**src/rtl/mem_arb_pkg.sv**
```systemverilog
// Shared encodings for the instruction/data memory port arbiter.
// State and grant codes are fixed so they read the same in waveforms and in the bench.
package mem_arb_pkg;

  localparam logic [1:0] ST_IDLE   = 2'd0;
  localparam logic [1:0] ST_I_BUSY = 2'd1;
  localparam logic [1:0] ST_D_BUSY = 2'd2;

  localparam logic GNT_INSTR = 1'b0;
  localparam logic GNT_DATA  = 1'b1;

  localparam int CNT_W = 8;

  typedef enum logic [1:0] {
    S_IDLE   = ST_IDLE,
    S_I_BUSY = ST_I_BUSY,
    S_D_BUSY = ST_D_BUSY
  } arb_state_t;

endpackage : mem_arb_pkg

```
**src/rtl/arb_timeout_counter.sv**
```systemverilog
// Cycle counter for an outstanding memory access.
// expired fires during the cycle whose increment would make the count reach limit.
module arb_timeout_counter
  import mem_arb_pkg::*;
(
  input  logic             clk,
  input  logic             rst,
  input  logic             clear,
  input  logic             enable,
  input  logic [CNT_W-1:0] limit,
  output logic             expired
);

  logic [CNT_W-1:0] r_cnt;

  always_ff @(posedge clk or posedge rst) begin
    if (rst) begin
      r_cnt <= '0;
    end else if (clear) begin
      r_cnt <= '0;
    end else if (enable) begin
      r_cnt <= r_cnt + 1'b1;
    end
  end

  // Look one increment ahead so the FSM leaves BUSY exactly limit cycles after grant.
  assign expired = enable & ~clear & (r_cnt == (limit - 8'd1));

endmodule : arb_timeout_counter

```
**src/rtl/mem_port_arbiter.sv**
```systemverilog
// Round-robin arbiter sharing one variable-latency memory between instruction fetch and data ports.
// Holds the pipeline with stall while either port has an access outstanding.
module mem_port_arbiter
  import mem_arb_pkg::*;
#(
  parameter int ADDR_W  = 32,
  parameter int DATA_W  = 32,
  parameter int TIMEOUT = 255
) (
  input  logic              clk,
  input  logic              rst,
  input  logic              instr_req,
  input  logic [ADDR_W-1:0] instr_addr,
  output logic [DATA_W-1:0] instr,
  output logic              instr_done,
  input  logic              data_read_en,
  input  logic              data_write_en,
  input  logic [ADDR_W-1:0] data_addr,
  input  logic [DATA_W-1:0] data_wdata,
  output logic [DATA_W-1:0] data_rdata,
  output logic              data_done,
  output logic              stall,
  output logic              err,
  output logic              mem_req,
  output logic              mem_we,
  output logic [ADDR_W-1:0] mem_addr,
  output logic [DATA_W-1:0] mem_wdata,
  input  logic              mem_ack,
  input  logic [DATA_W-1:0] mem_rdata
);

  localparam logic [CNT_W-1:0] LIMIT = CNT_W'(TIMEOUT);

  arb_state_t        r_state;
  logic              r_last_grant;
  logic              r_mem_we;
  logic [ADDR_W-1:0] r_mem_addr;
  logic [DATA_W-1:0] r_mem_wdata;
  logic [DATA_W-1:0] r_instr;
  logic [DATA_W-1:0] r_data_rdata;
  logic              r_instr_done;
  logic              r_data_done;
  logic              r_err;

  logic w_i_elig;
  logic w_d_elig;
  logic w_idle;
  logic w_grant_i;
  logic w_grant_d;
  logic w_expired;

  // A port in its done cycle still holds its request; masking it avoids a duplicate grant.
  assign w_i_elig  = instr_req & ~r_instr_done;
  assign w_d_elig  = (data_read_en | data_write_en) & ~r_data_done;
  assign w_idle    = (r_state == S_IDLE);
  assign w_grant_d = w_idle & w_d_elig & (~w_i_elig | (r_last_grant == GNT_INSTR));
  assign w_grant_i = w_idle & w_i_elig & ~w_grant_d;

  arb_timeout_counter u_timeout (
    .clk     (clk),
    .rst     (rst),
    .clear   (w_grant_i | w_grant_d),
    .enable  (~w_idle & ~mem_ack),
    .limit   (LIMIT),
    .expired (w_expired)
  );

  always_ff @(posedge clk or posedge rst) begin
    if (rst) begin
      r_state      <= S_IDLE;
      r_last_grant <= GNT_INSTR;
      r_mem_we     <= 1'b0;
      r_mem_addr   <= '0;
      r_mem_wdata  <= '0;
      r_instr      <= '0;
      r_data_rdata <= '0;
      r_instr_done <= 1'b0;
      r_data_done  <= 1'b0;
      r_err        <= 1'b0;
    end else begin
      r_instr_done <= 1'b0;
      r_data_done  <= 1'b0;
      unique case (r_state)
        S_IDLE: begin
          if (w_grant_d) begin
            r_state      <= S_D_BUSY;
            r_last_grant <= GNT_DATA;
            r_mem_addr   <= data_addr;
            r_mem_we     <= data_write_en;
            r_mem_wdata  <= data_wdata;
            // Conflicting load+store is carried out as the store and flagged.
            if (data_read_en && data_write_en) begin
              r_err <= 1'b1;
            end
          end else if (w_grant_i) begin
            r_state      <= S_I_BUSY;
            r_last_grant <= GNT_INSTR;
            r_mem_addr   <= instr_addr;
            r_mem_we     <= 1'b0;
          end
        end
        S_I_BUSY: begin
          if (mem_ack) begin
            r_instr      <= mem_rdata;
            r_instr_done <= 1'b1;
            r_state      <= S_IDLE;
          end else if (w_expired) begin
            r_instr      <= '0;
            r_instr_done <= 1'b1;
            r_err        <= 1'b1;
            r_state      <= S_IDLE;
          end
        end
        S_D_BUSY: begin
          if (mem_ack) begin
            if (!r_mem_we) begin
              r_data_rdata <= mem_rdata;
            end
            r_data_done <= 1'b1;
            r_state     <= S_IDLE;
          end else if (w_expired) begin
            r_data_rdata <= '0;
            r_data_done  <= 1'b1;
            r_err        <= 1'b1;
            r_state      <= S_IDLE;
          end
        end
        default: r_state <= S_IDLE;
      endcase
    end
  end

  assign mem_req    = ~w_idle;
  assign mem_we     = r_mem_we;
  assign mem_addr   = r_mem_addr;
  assign mem_wdata  = r_mem_wdata;
  assign instr      = r_instr;
  assign instr_done = r_instr_done;
  assign data_rdata = r_data_rdata;
  assign data_done  = r_data_done;
  assign err        = r_err;
  assign stall      = (instr_req & ~r_instr_done) |
                      ((data_read_en | data_write_en) & ~r_data_done);

endmodule : mem_port_arbiter

```
**config.mk**
```make
export PLATFORM = sky130hd
export DESIGN_NAME = mem_port_arbiter
export DESIGN_NICKNAME = d
export VERILOG_FILES = /design/src/rtl/mem_arb_pkg.sv /design/src/rtl/arb_timeout_counter.sv /design/src/rtl/mem_port_arbiter.sv
export SDC_FILE = /design/constraint.sdc
export NUM_CORES = 1
export LEC_CHECK = 0
export CORE_MARGIN = 2
export CORE_UTILIZATION = 27
export DETAILED_ROUTE_END_ITERATION = 10
export GPL_TIMING_DRIVEN = 1
export PLACE_DENSITY = 0.71
export SLEW_MARGIN = 10
export SYNTH_ARGS = -nofsm -noshare
export SYNTH_HDL_FRONTEND = slang
export SYNTH_SLANG_ARGS = --single-unit
export TNS_END_PERCENT = 30
```
**constraint.sdc**
```tcl
create_clock -name clk -period 4.7 [get_ports clk]
set_clock_uncertainty 0.05 [all_clocks]
set_input_delay 0.94 -clock clk [delete_from_list [all_inputs] [get_ports clk]]
set_output_delay 0.94 -clock clk [all_outputs]
set_load 0.01 [all_outputs]
```
==> metrics.cfg <==
[setup_path]
r2r-end = instr[25]$_DFFE_PP0P_
cp.arrival_ns = 2.42
start_kind = input port
r2r_start = r_state[1]$_DFFE_PP0P_
cp_num_buf_inv = 2
crit_family = buffers and inverters
rr_worst_depth = 6
cp-end-kind = primary output
reg2reg_slack_ns = 2.30
critPathRequiredTime_ns = 3.71
crit_type = input port to primary output
cpPeakStageDelay_ns = 0.49
crit_top_cell = clkdlybuf4s50_1
critPathSlowestCell = clkdlybuf4s50_1
worst-path-max-fanout = 4
worstPathCellList = clkdlybuf4s50_1 -> o21ba_1 -> or2_2 -> clkdlybuf4s50_1

[power_and_ir_drop]
p_leak_nw = 3.962
cellPowerDensity_nw_per_um2 = 678.9
peakVddDrop_uv = 498.5

[synth]
post-synth-top-area-cell = dfrtp_1
yosysMostFrequentCell = dfrtp_1
ys_seq_area_share_pct = 61.96
synth_common_cells = dfrtp_1, a22o_1, nand2_1, o21ai_1, mux2i_1
synth_cell_types = 41
synth_top_flop_cell = dfrtp_1
yosysTopAreaCellShare_pct = 61.96
async_reset_ff_share_pct = 100.0
synthTopCellsByArea = dfrtp_1, a22o_1, mux2_2, mux2i_1, o21ai_1
synth_nets = 577
synth_area_sq_um = 5776
postSynthAreaPerCell_sq_um = 13.22
synth_cells = 437
ys.warnings.count = 0
ys_ff_latch = 143
synth-edff-count = 0

[clocking]
cts.sinks = 143
clkSlewWorstSetupHoldPaths_ns = 0.06
cts_setup_buffers = 0
ctsResizeCount = 0
cts_max_path_buffers = 2
clk_latency_ns = 0.40
hold_buffers = 0
cts-htree-levels = 4
cts_buffers = 17
cts_tree = built
cts-root-buf = clkbuf_16

[final_layout]
syn_to_final_growth_pct = 61.63
final_util_pct = 44.41
stdcell_area_sq_um = 9335
antenna_cells = 0
nets = 840
drive_gt1_share_pct = 11.36

[sta]
fmax_mhz = 292.9
min_period_over_period_pct = 72.64
finalCriticalPeriod_ns = 3.414
setup_viol = 0
fin_ws_ns = 1.286
fin_setup_tns_ns = 0
hold_violations = 0
slew_headroom_pct = 29.77
tightest_slew_ns = 1.050
finalMaxSlewViolations = 0
rsz0062_at_grt = no

[global_route]
grt_max_degree = 144
grt_overflow_total = 0
grt_pass1_vias = 4531
grt_pass1_wl_um = 25050
grt_util_all_layers_pct = 14.40
antenna_found_initial = 0

[drt]
via_per_inst = 4.454
wl_um = 16190
vias = 4401
dr.pass1.iters = 4
drc_errors = 0
drt_iter0_markers = 189
routedWlPerCell_um = 16.39
ant_nets = 0

[placement]
io_buffers = 267
dp_slack_ns = 1.286
place.gp.congestion = 0.7830
place_area_sq_um = 8706
place_hpwl_um = 11410

[hold_path]
min_delay_path_depth = 2
min_to = mem_addr[23]$_DFFE_PP0P_
hold_path_class = flop to flop
min_from = mem_addr[23]$_DFFE_PP0P_

[floorplanning]
ios = 268
die_h_um = 150.3
initial_core_util_pct = 27.47
die_w_um = 150.3
core_area_sq_um = 21020
rows = 53
dieArea_sq_um = 22580

[run_status]
status = finished clean

[run]
drv_cap = 0

==> worst reg2reg max path, stage by stage, from the launching register on <==
cell	delay [ns]
dfrtp_1	0.40
inv_1	0.11
ha_1	0.35
nor4bb_2	0.10
and3_2	0.26
o21ai_4	0.77
a22o_1	0.30
==> kinds of logic after synthesis <==
family | Yosys count | synth area share [%]
compound gates | 110 | 14.34
xor+xnor | 6 | 0.9099
fa+ha+maj | 6 | 1.300
buf+inv | 39 | 3.791
flops | 143 | 61.96
mux | 65 | 11.96
simple gates | 68 | 5.741
==> how the worst max path moves through the flow <==
stage	slack (ns)	start	depth (start not counted)	end
2_1_floorplan	1.92	rst	1	data_done$_DFF_PP0_
3_3_place_gp	1.29	data_write_en	4	stall
3_5_place_dp	1.29	data_write_en	4	stall
4_1_cts	1.28	data_write_en	4	stall
5_1_grt	1.20	data_write_en	4	stall
6_report	1.29	data_write_en	4	stall
==> registers in the layout, summed over array words and instances (netlist names), 2 cells and up <==
signal	cells
u_timeout.r_cnt	8
mem_addr	32
instr	32
mem_wdata	32
r_state	2
data_rdata	32
==> placed cells by master (no fill, tap or decap), drive strengths merged, types with 2 or more instances in the layout <==
| cell type | netlist | layout |
|---|---|---|
| nand4 | 2 | 2 |
| ha | 6 | 6 |
| clkinvlp | 0 | 4 |
| nor2b | 3 | 3 |
| or2 | 2 | 2 |
| clkdlybuf4s50 | 0 | 267 |
| clkbuf | 12 | 19 |
| inv | 9 | 12 |
| xor2 | 5 | 5 |
| nand2 | 40 | 40 |
| o21ai | 39 | 39 |
| mux2i | 33 | 33 |
| buf | 18 | 7 |
| nand3 | 3 | 3 |
| mux2 | 32 | 32 |
| nor3 | 2 | 2 |
| nor2 | 6 | 6 |
| and2 | 3 | 3 |
| dfrtp | 143 | 143 |
| and3 | 2 | 2 |
| a22o | 65 | 65 |
| clkinv | 0 | 3 |
| bufinv | 0 | 3 |
==> power breakdown <==
group / internal, W / leakage (nW) / total (W) / switching, W
Combinational: 0.00162 / 1.90 / 0.00281 / 0.00119
Sequential: 0.00179 / 1.77 / 0.00210 / 0.000305
Clock: 0.000875 / 0.299 / 0.00143 / 0.000551
Total: 0.00429 / 3.96 / 0.00634 / 0.00205
==> final cells by class <==
cell class / count / area [sq um]
clock inverters: 13 / 176.4
inverters: 9 / 37.54
well taps: 275 / 344.1
repair buffers: 274 / 2750
flip-flops and latches: 143 / 3578
multi-input cells: 255 / 1996
clock buffers: 19 / 452.9
fillers: 1958 / 11690
==> through the flow <==
stage | hold slack [ns] | power (W) | instances
after floorplan | 0.3887 | 0.003464 | 437
after global placement | 0.4159 | 0.004914 | 956
after detailed placement | 0.4255 | 0.004979 | 956
after CTS | 0.4389 | 0.006445 | 988
after global routing | 0.4556 | 0.006751 | 988
final | 0.4312 | 0.006337 | 988
==> routing by layer <==
layer / up-vias / track usage [%] / part of all wire (%) / wire length [um]
li1: 2100 / - / - / -
met1: 2138 / 18.35 / 43 / 6954
met2: 143 / 23.72 / 50 / 8024
met3: 20 / 3.939 / 6.0 / 965
met4: 0 / 4.670 / 1.5 / 247
met5: - / 0 / 0 / 0
Power figures use the tool's default switching activity.
